<file path="src/rtl/pipe_pkg.sv">
// Shared constants and types for the pipeline hazard logic.
// Also hosts the mult/div encodings used by the decoders.
package pipe_pkg;

  localparam logic [1:0] TUSE_NONE = 2'd3;

  localparam int MULT_CYCLES_DEF = 5;
  localparam int DIV_CYCLES_DEF  = 10;

  localparam logic [4:0] REG_ZERO = 5'd0;

  localparam logic [5:0] OP_SPECIAL = 6'h00;
  localparam logic [5:0] FN_MFHI    = 6'h10;
  localparam logic [5:0] FN_MTHI    = 6'h11;
  localparam logic [5:0] FN_MFLO    = 6'h12;
  localparam logic [5:0] FN_MTLO    = 6'h13;
  localparam logic [5:0] FN_MULT    = 6'h18;
  localparam logic [5:0] FN_MULTU   = 6'h19;
  localparam logic [5:0] FN_DIV     = 6'h1a;
  localparam logic [5:0] FN_DIVU    = 6'h1b;

  typedef enum logic {
    MD_IDLE = 1'b0,
    MD_BUSY = 1'b1
  } md_state_t;

  // Producer result arrives later than the consumer needs it.
  function automatic logic grf_hazard(
    input logic [4:0] a,
    input logic [4:0] a3,
    input logic       we,
    input logic [1:0] tnew,
    input logic [1:0] tuse
  );
    return (a != REG_ZERO) && we &&
           (a3 == a) && (tnew > tuse);
  endfunction

endpackage

</file>
<file path="src/rtl/md_busy_seq.sv">
// Mult/div busy sequencer: loads a cycle count on start,
// counts down to zero, busy while the count is nonzero.
module md_busy_seq
  import pipe_pkg::*;
#(
  parameter int MULT_CYCLES = MULT_CYCLES_DEF,
  parameter int DIV_CYCLES  = DIV_CYCLES_DEF
) (
  input  logic clk,
  input  logic rst,
  input  logic start,
  input  logic is_div,
  output logic busy
);

  localparam int CW = $clog2(DIV_CYCLES + 1);

  md_state_t      state, state_n;
  logic [CW-1:0]  cnt, cnt_n;

  always_ff @(posedge clk or posedge rst) begin
    if (rst) begin
      state <= MD_IDLE;
      cnt   <= '0;
    end else begin
      state <= state_n;
      cnt   <= cnt_n;
    end
  end

  // A start while busy simply reloads from the new op.
  always_comb begin
    state_n = state;
    cnt_n   = cnt;
    if (start) begin
      state_n = MD_BUSY;
      cnt_n   = is_div ? CW'(DIV_CYCLES)
                       : CW'(MULT_CYCLES);
    end else if (state == MD_BUSY) begin
      cnt_n = cnt - CW'(1);
      if (cnt == CW'(1)) state_n = MD_IDLE;
    end
  end

  assign busy = (cnt != '0);

endmodule

</file>
<file path="src/rtl/pipe_hazard_ctrl.sv">
// Hazard/stall controller: Tuse/Tnew compare plus mult/div
// busy, drives stage enables and a saturating stall counter.
module pipe_hazard_ctrl
  import pipe_pkg::*;
#(
  parameter int MULT_CYCLES = MULT_CYCLES_DEF,
  parameter int DIV_CYCLES  = DIV_CYCLES_DEF,
  parameter int CNT_W       = 32
) (
  input  logic             clk,
  input  logic             rst,
  input  logic [4:0]       A1_D,
  input  logic [4:0]       A2_D,
  input  logic [1:0]       Tuse_rs_D,
  input  logic [1:0]       Tuse_rt_D,
  input  logic             MD_D,
  input  logic [4:0]       A3_E,
  input  logic             WE_E,
  input  logic [1:0]       Tnew_E,
  input  logic             MD_START_E,
  input  logic             MD_IS_DIV_E,
  input  logic [4:0]       A3_M,
  input  logic             WE_M,
  input  logic [1:0]       Tnew_M,
  output logic             en_PC,
  output logic             en_FD,
  output logic             flush_DE,
  output logic             en_DE,
  output logic             en_EM,
  output logic             en_MW,
  output logic             md_busy,
  output logic [CNT_W-1:0] stall_cnt
);

  logic stall_rs, stall_rt, stall_md, stall;

  md_busy_seq #(
    .MULT_CYCLES (MULT_CYCLES),
    .DIV_CYCLES  (DIV_CYCLES)
  ) u_md (
    .clk    (clk),
    .rst    (rst),
    .start  (MD_START_E),
    .is_div (MD_IS_DIV_E),
    .busy   (md_busy)
  );

  assign stall_rs =
    grf_hazard(A1_D, A3_E, WE_E, Tnew_E, Tuse_rs_D) |
    grf_hazard(A1_D, A3_M, WE_M, Tnew_M, Tuse_rs_D);

  assign stall_rt =
    grf_hazard(A2_D, A3_E, WE_E, Tnew_E, Tuse_rt_D) |
    grf_hazard(A2_D, A3_M, WE_M, Tnew_M, Tuse_rt_D);

  assign stall_md = MD_D & (md_busy | MD_START_E);
  assign stall    = stall_rs | stall_rt | stall_md;

  // Stalled D holds; DE takes a bubble; back end drains.
  assign en_PC    = ~stall;
  assign en_FD    = ~stall;
  assign flush_DE = stall;
  assign en_DE    = 1'b1;
  assign en_EM    = 1'b1;
  assign en_MW    = 1'b1;

  always_ff @(posedge clk or posedge rst) begin
    if (rst) begin
      stall_cnt <= '0;
    end else if (stall && (stall_cnt != '1)) begin
      stall_cnt <= stall_cnt + CNT_W'(1);
    end
  end

endmodule

</file>
<file path="config.mk">
export PLATFORM = sky130hd
export DESIGN_NAME = pipe_hazard_ctrl
export DESIGN_NICKNAME = d
export VERILOG_FILES = /design/src/rtl/pipe_pkg.sv /design/src/rtl/md_busy_seq.sv /design/src/rtl/pipe_hazard_ctrl.sv
export SDC_FILE = /design/constraint.sdc
export NUM_CORES = 1
export LEC_CHECK = 0
export CAP_MARGIN = 30
export CORE_UTILIZATION = 50
export DETAILED_ROUTE_END_ITERATION = 7
export PLACE_DENSITY = 0.84
export SETUP_SLACK_MARGIN = 0.1
export SKIP_CTS_REPAIR_TIMING = 1
export SLEW_MARGIN = 20
export SYNTH_ARGS = -nofsm -noshare
export SYNTH_HDL_FRONTEND = slang
export SYNTH_SLANG_ARGS = --single-unit
</file>
<file path="constraint.sdc">
create_clock -name clk -period 4.1 [get_ports clk]
set_input_delay 0.82 -clock clk [delete_from_list [all_inputs] [get_ports clk]]
set_output_delay 0.82 -clock clk [all_outputs]
set_load 0.02 [all_outputs]
</file>
==> results.py, run 1 <==
metrics = {
    "run_status": {
        "outcome": "finished, violations left",
        "violations": "DRC",
    },
    "floorplan": {
        "fp-row-count": 24,
        "io_pins": 74,
        "die_y_um": 70.57,
        "dieArea_um2": 4980,
        "die_w_um": 70.57,
        "core_area_um2": 4444,
        "start_util": 0.5290,
    },
    "place": {
        "port_buffers": 70,
        "gp_congestion": 0.8370,
        "dp_hpwl_um": 4081,
    },
    "power_and_ir_drop": {
        "irDropWorstVdd_mv": 0.4771,
        "leakage_nw": 1.376,
        "power.density_nw_per_um2": 360.0,
    },
    "sta": {
        "fin_tns_setup_ns": 0,
        "finalCriticalPeriod_ns": 3.588,
        "worst_clock_skew_ns": 0.007948,
        "post-route-period-util": 0.8751,
        "worst_slew_pin_slew_ns": 0.5295,
        "max-slew-margin-rel": 0.6466,
        "final_max_slew_viol_count": 0,
        "fmax_mhz": 278.7,
        "rsz0062_at_grt": "false",
        "hold_viol": 0,
        "hold_ws_ns": 0.4898,
        "finalSetupViolCount": 0,
    },
    "yosys": {
        "synth_warnings": 0,
        "synthArstFlopShare": 1.000,
        "yosysSeqAreaShare": 0.3938,
        "syn_avg_cell_area_um2": 9.796,
        "yosys.cell_types.count": 36,
        "synth-seq-cells": 37,
        "syn_inst": 240,
        "ys.flop_type": "dfrtp_1",
        "synth_edf_count": 0,
        "synth.cell_area_um2": 2351,
    },
    "setup_path": {
        "r2r_cells": 6,
        "cpMostUsedCell": "inv_1",
        "path_buf_inv": 4,
        "criticalPathCategory": "in2out",
        "worstPathCellList": "clkdlybuf4s50_1 -> inv_1 -> ha_1 -> a21boi_0 -> nand4_1 -> nor4_1 -> o22ai_1 -> nand3_1 -> inv_1 -> dlymetal6s2s_1",
        "cp.depth": 10,
        "worstPathRequired_ns": 3.28,
        "path_delay_family": "buffers and inverters",
        "cp-end-kind": "output port",
        "worst_path_largest_cell_delay_ns": 0.45,
        "cp.arrival_ns": 2.77,
        "startpoint_type": "primary input",
        "crit_fanout": 3,
        "slowest_stage": "clkdlybuf4s50_1",
    },
    "layout": {
        "final_cell_mix": "clkdlybuf4s50_1, xnor2_1, dfrtp_1",
        "finalNetCount": 358,
        "area_delta_synth_final_pct": 37.04,
        "final_layout_size_suffix_gt1_frac": 0.05449,
        "post-route-util": 0.7249,
        "antennaDiodeCount": 0,
        "final_common_cell": "clkdlybuf4s50_1",
    },
    "route": {
        "wirelength_um": 5433,
        "route.detailed.drc": 6,
        "vias_per_cell": 5.473,
        "postRouteAntennaNets": 0,
        "drt-initial-drc-count": 118,
        "wire_per_inst_um": 14.93,
        "vias": 1992,
        "drtPass1Iterations": 6,
    },
    "global_routing": {
        "grt_max_degree": 38,
        "grt_pass1_vias": 1968,
        "overflow": 0,
        "grt_pass1_wl_um": 8970,
        "grt.total_usage": 0.2319,
        "antenna_found_initial": 0,
    },
    "cts": {
        "ctsRootBufferMaster": "clkbuf_8",
        "cts_buffer_depth": 2,
        "clock_latency_ns": 0.29,
        "cts_tree": "built",
        "cts_max_level": 2,
        "clock-sinks": 37,
        "path_clk_slew_ns": 0.07,
        "tritoncts.num_buffers": 5,
    },
    "worst_hold_path": {
        "hold_depth": 1,
        "hold_class": "reg2reg",
    },
    "flow_run": {
        "drv_cap": 0,
    },
}
cells in the mapped netlist, types with 3 or more instances:
library cell  instances  area, um^2
buf_4                 4       30.03
dfrtp_1              37       925.9
and3_1               19       118.9
buf_2                 5       25.02
nor4_1                4       25.02
xnor2_1              47       411.6
a21oi_1               4       20.02
nor2_1                5       18.77
and2_1                3       18.77
xor2_1                7       61.31
nand4_1              16       100.1
o21ai_0               3       15.01
nand2_1              16       60.06
ha_1                 12       150.1
inv_1                12       45.04
nand3_1              22       110.1
layer usage:
layer,global-route usage,share of wire
met5,0,0
met4,0.08222,0.017
met2,0.4088,0.52
met3,0.03704,0.038
met1,0.2909,0.42
per-stage QoR:
step / total power (W) / cells / worst slack (ns) / cell area, um^2
global placement: 0.0007811 / 356 / 0.1638 / 3080
CTS: 0.001172 / 364 / 0.1345 / 3214
finish: 0.001160 / 364 / 0.5120 / 3222
detailed placement: 0.0007912 / 356 / 0.1349 / 3080
floorplan: 0.0006413 / 242 / 0.7680 / 2359
global route: 0.001222 / 364 / 0.3563 / 3222
path summary, 6_finish.rpt:
path                                                 from                         to  slack (ns)
worst min register to register  stall_cnt[26]$_DFFE_PP0P_  stall_cnt[26]$_DFFE_PP0P_        0.49
max in group asynchronous                             rst  stall_cnt[16]$_DFFE_PP0P_        2.84
worst min-delay path            stall_cnt[26]$_DFFE_PP0P_  stall_cnt[26]$_DFFE_PP0P_        0.49
worst max register to register   stall_cnt[0]$_DFFE_PP0P_   stall_cnt[1]$_DFFE_PP0P_        1.44
worst max-delay path                         Tuse_rs_D[1]                      en_FD        0.51
min in group asynchronous                             rst   stall_cnt[2]$_DFFE_PP0P_        0.93
sequential cells by signal, summed over array words and instances, names as in the netlist:
name and flops:
stall_cnt 32, u_md.cnt 4, u_md.state 1
cell type report:
cell class	instances	area, um^2
Fill cell	342	1222
Sequential cell	37	925.9
Clock buffer	5	68.82
Timing Repair Buffer	72	723.2
Inverter	12	45.04
Multi-Input combinational cell	183	1329
Clock inverter	3	65.06
Tap cell	52	65.06
power by group:
| group | internal [W] | switching (W) | total (W) |
|---|---|---|---|
| registers | 0.000407 | 0.0000473 | 0.000454 |
| logic | 0.000168 | 0.000163 | 0.000332 |
| clock network | 0.000242 | 0.000132 | 0.000374 |
cell families (layout without fill, tap and decap cells):
group / Yosys count / in the layout / share of synthesized area
adder cells (fa/ha/maj): 12 / 12 / 0.06386
XOR/XNOR: 54 / 54 / 0.2012
multiplexers: 2 / 2 / 0.009579
buffers and inverters: 22 / 92 / 0.04417
AND/OR/NAND/NOR: 98 / 98 / 0.2491
AO/OA/AOI/OAI: 14 / 14 / 0.03672
other: 1 / 3 / 0.001595
flip-flops: 37 / 37 / 0.3938
(Power assumes the default switching activity.)
==> run 2, diff against run 1 <==
--- a/config.mk
+++ b/config.mk
@@ -11,7 +11,7 @@
 export PLACE_DENSITY = 0.84
 export SETUP_SLACK_MARGIN = 0.1
 export SKIP_CTS_REPAIR_TIMING = 1
-export SLEW_MARGIN = 20
+export SLEW_MARGIN = 10
 export SYNTH_ARGS = -nofsm -noshare
 export SYNTH_HDL_FRONTEND = slang
 export SYNTH_SLANG_ARGS = --single-unit
==> results of run 2 <==
Same layout as run 1: the final DEF is identical, and so are final timing and power.
==> run 3, diff against run 2 <==
--- a/config.mk
+++ b/config.mk
@@ -8,6 +8,7 @@
 export CAP_MARGIN = 30
 export CORE_UTILIZATION = 50
 export DETAILED_ROUTE_END_ITERATION = 7
+export GPL_ROUTABILITY_DRIVEN = 1
 export PLACE_DENSITY = 0.84
 export SETUP_SLACK_MARGIN = 0.1
 export SKIP_CTS_REPAIR_TIMING = 1
==> results of run 3 <==
Same layout as run 1: the final DEF is identical, and so are final timing and power.
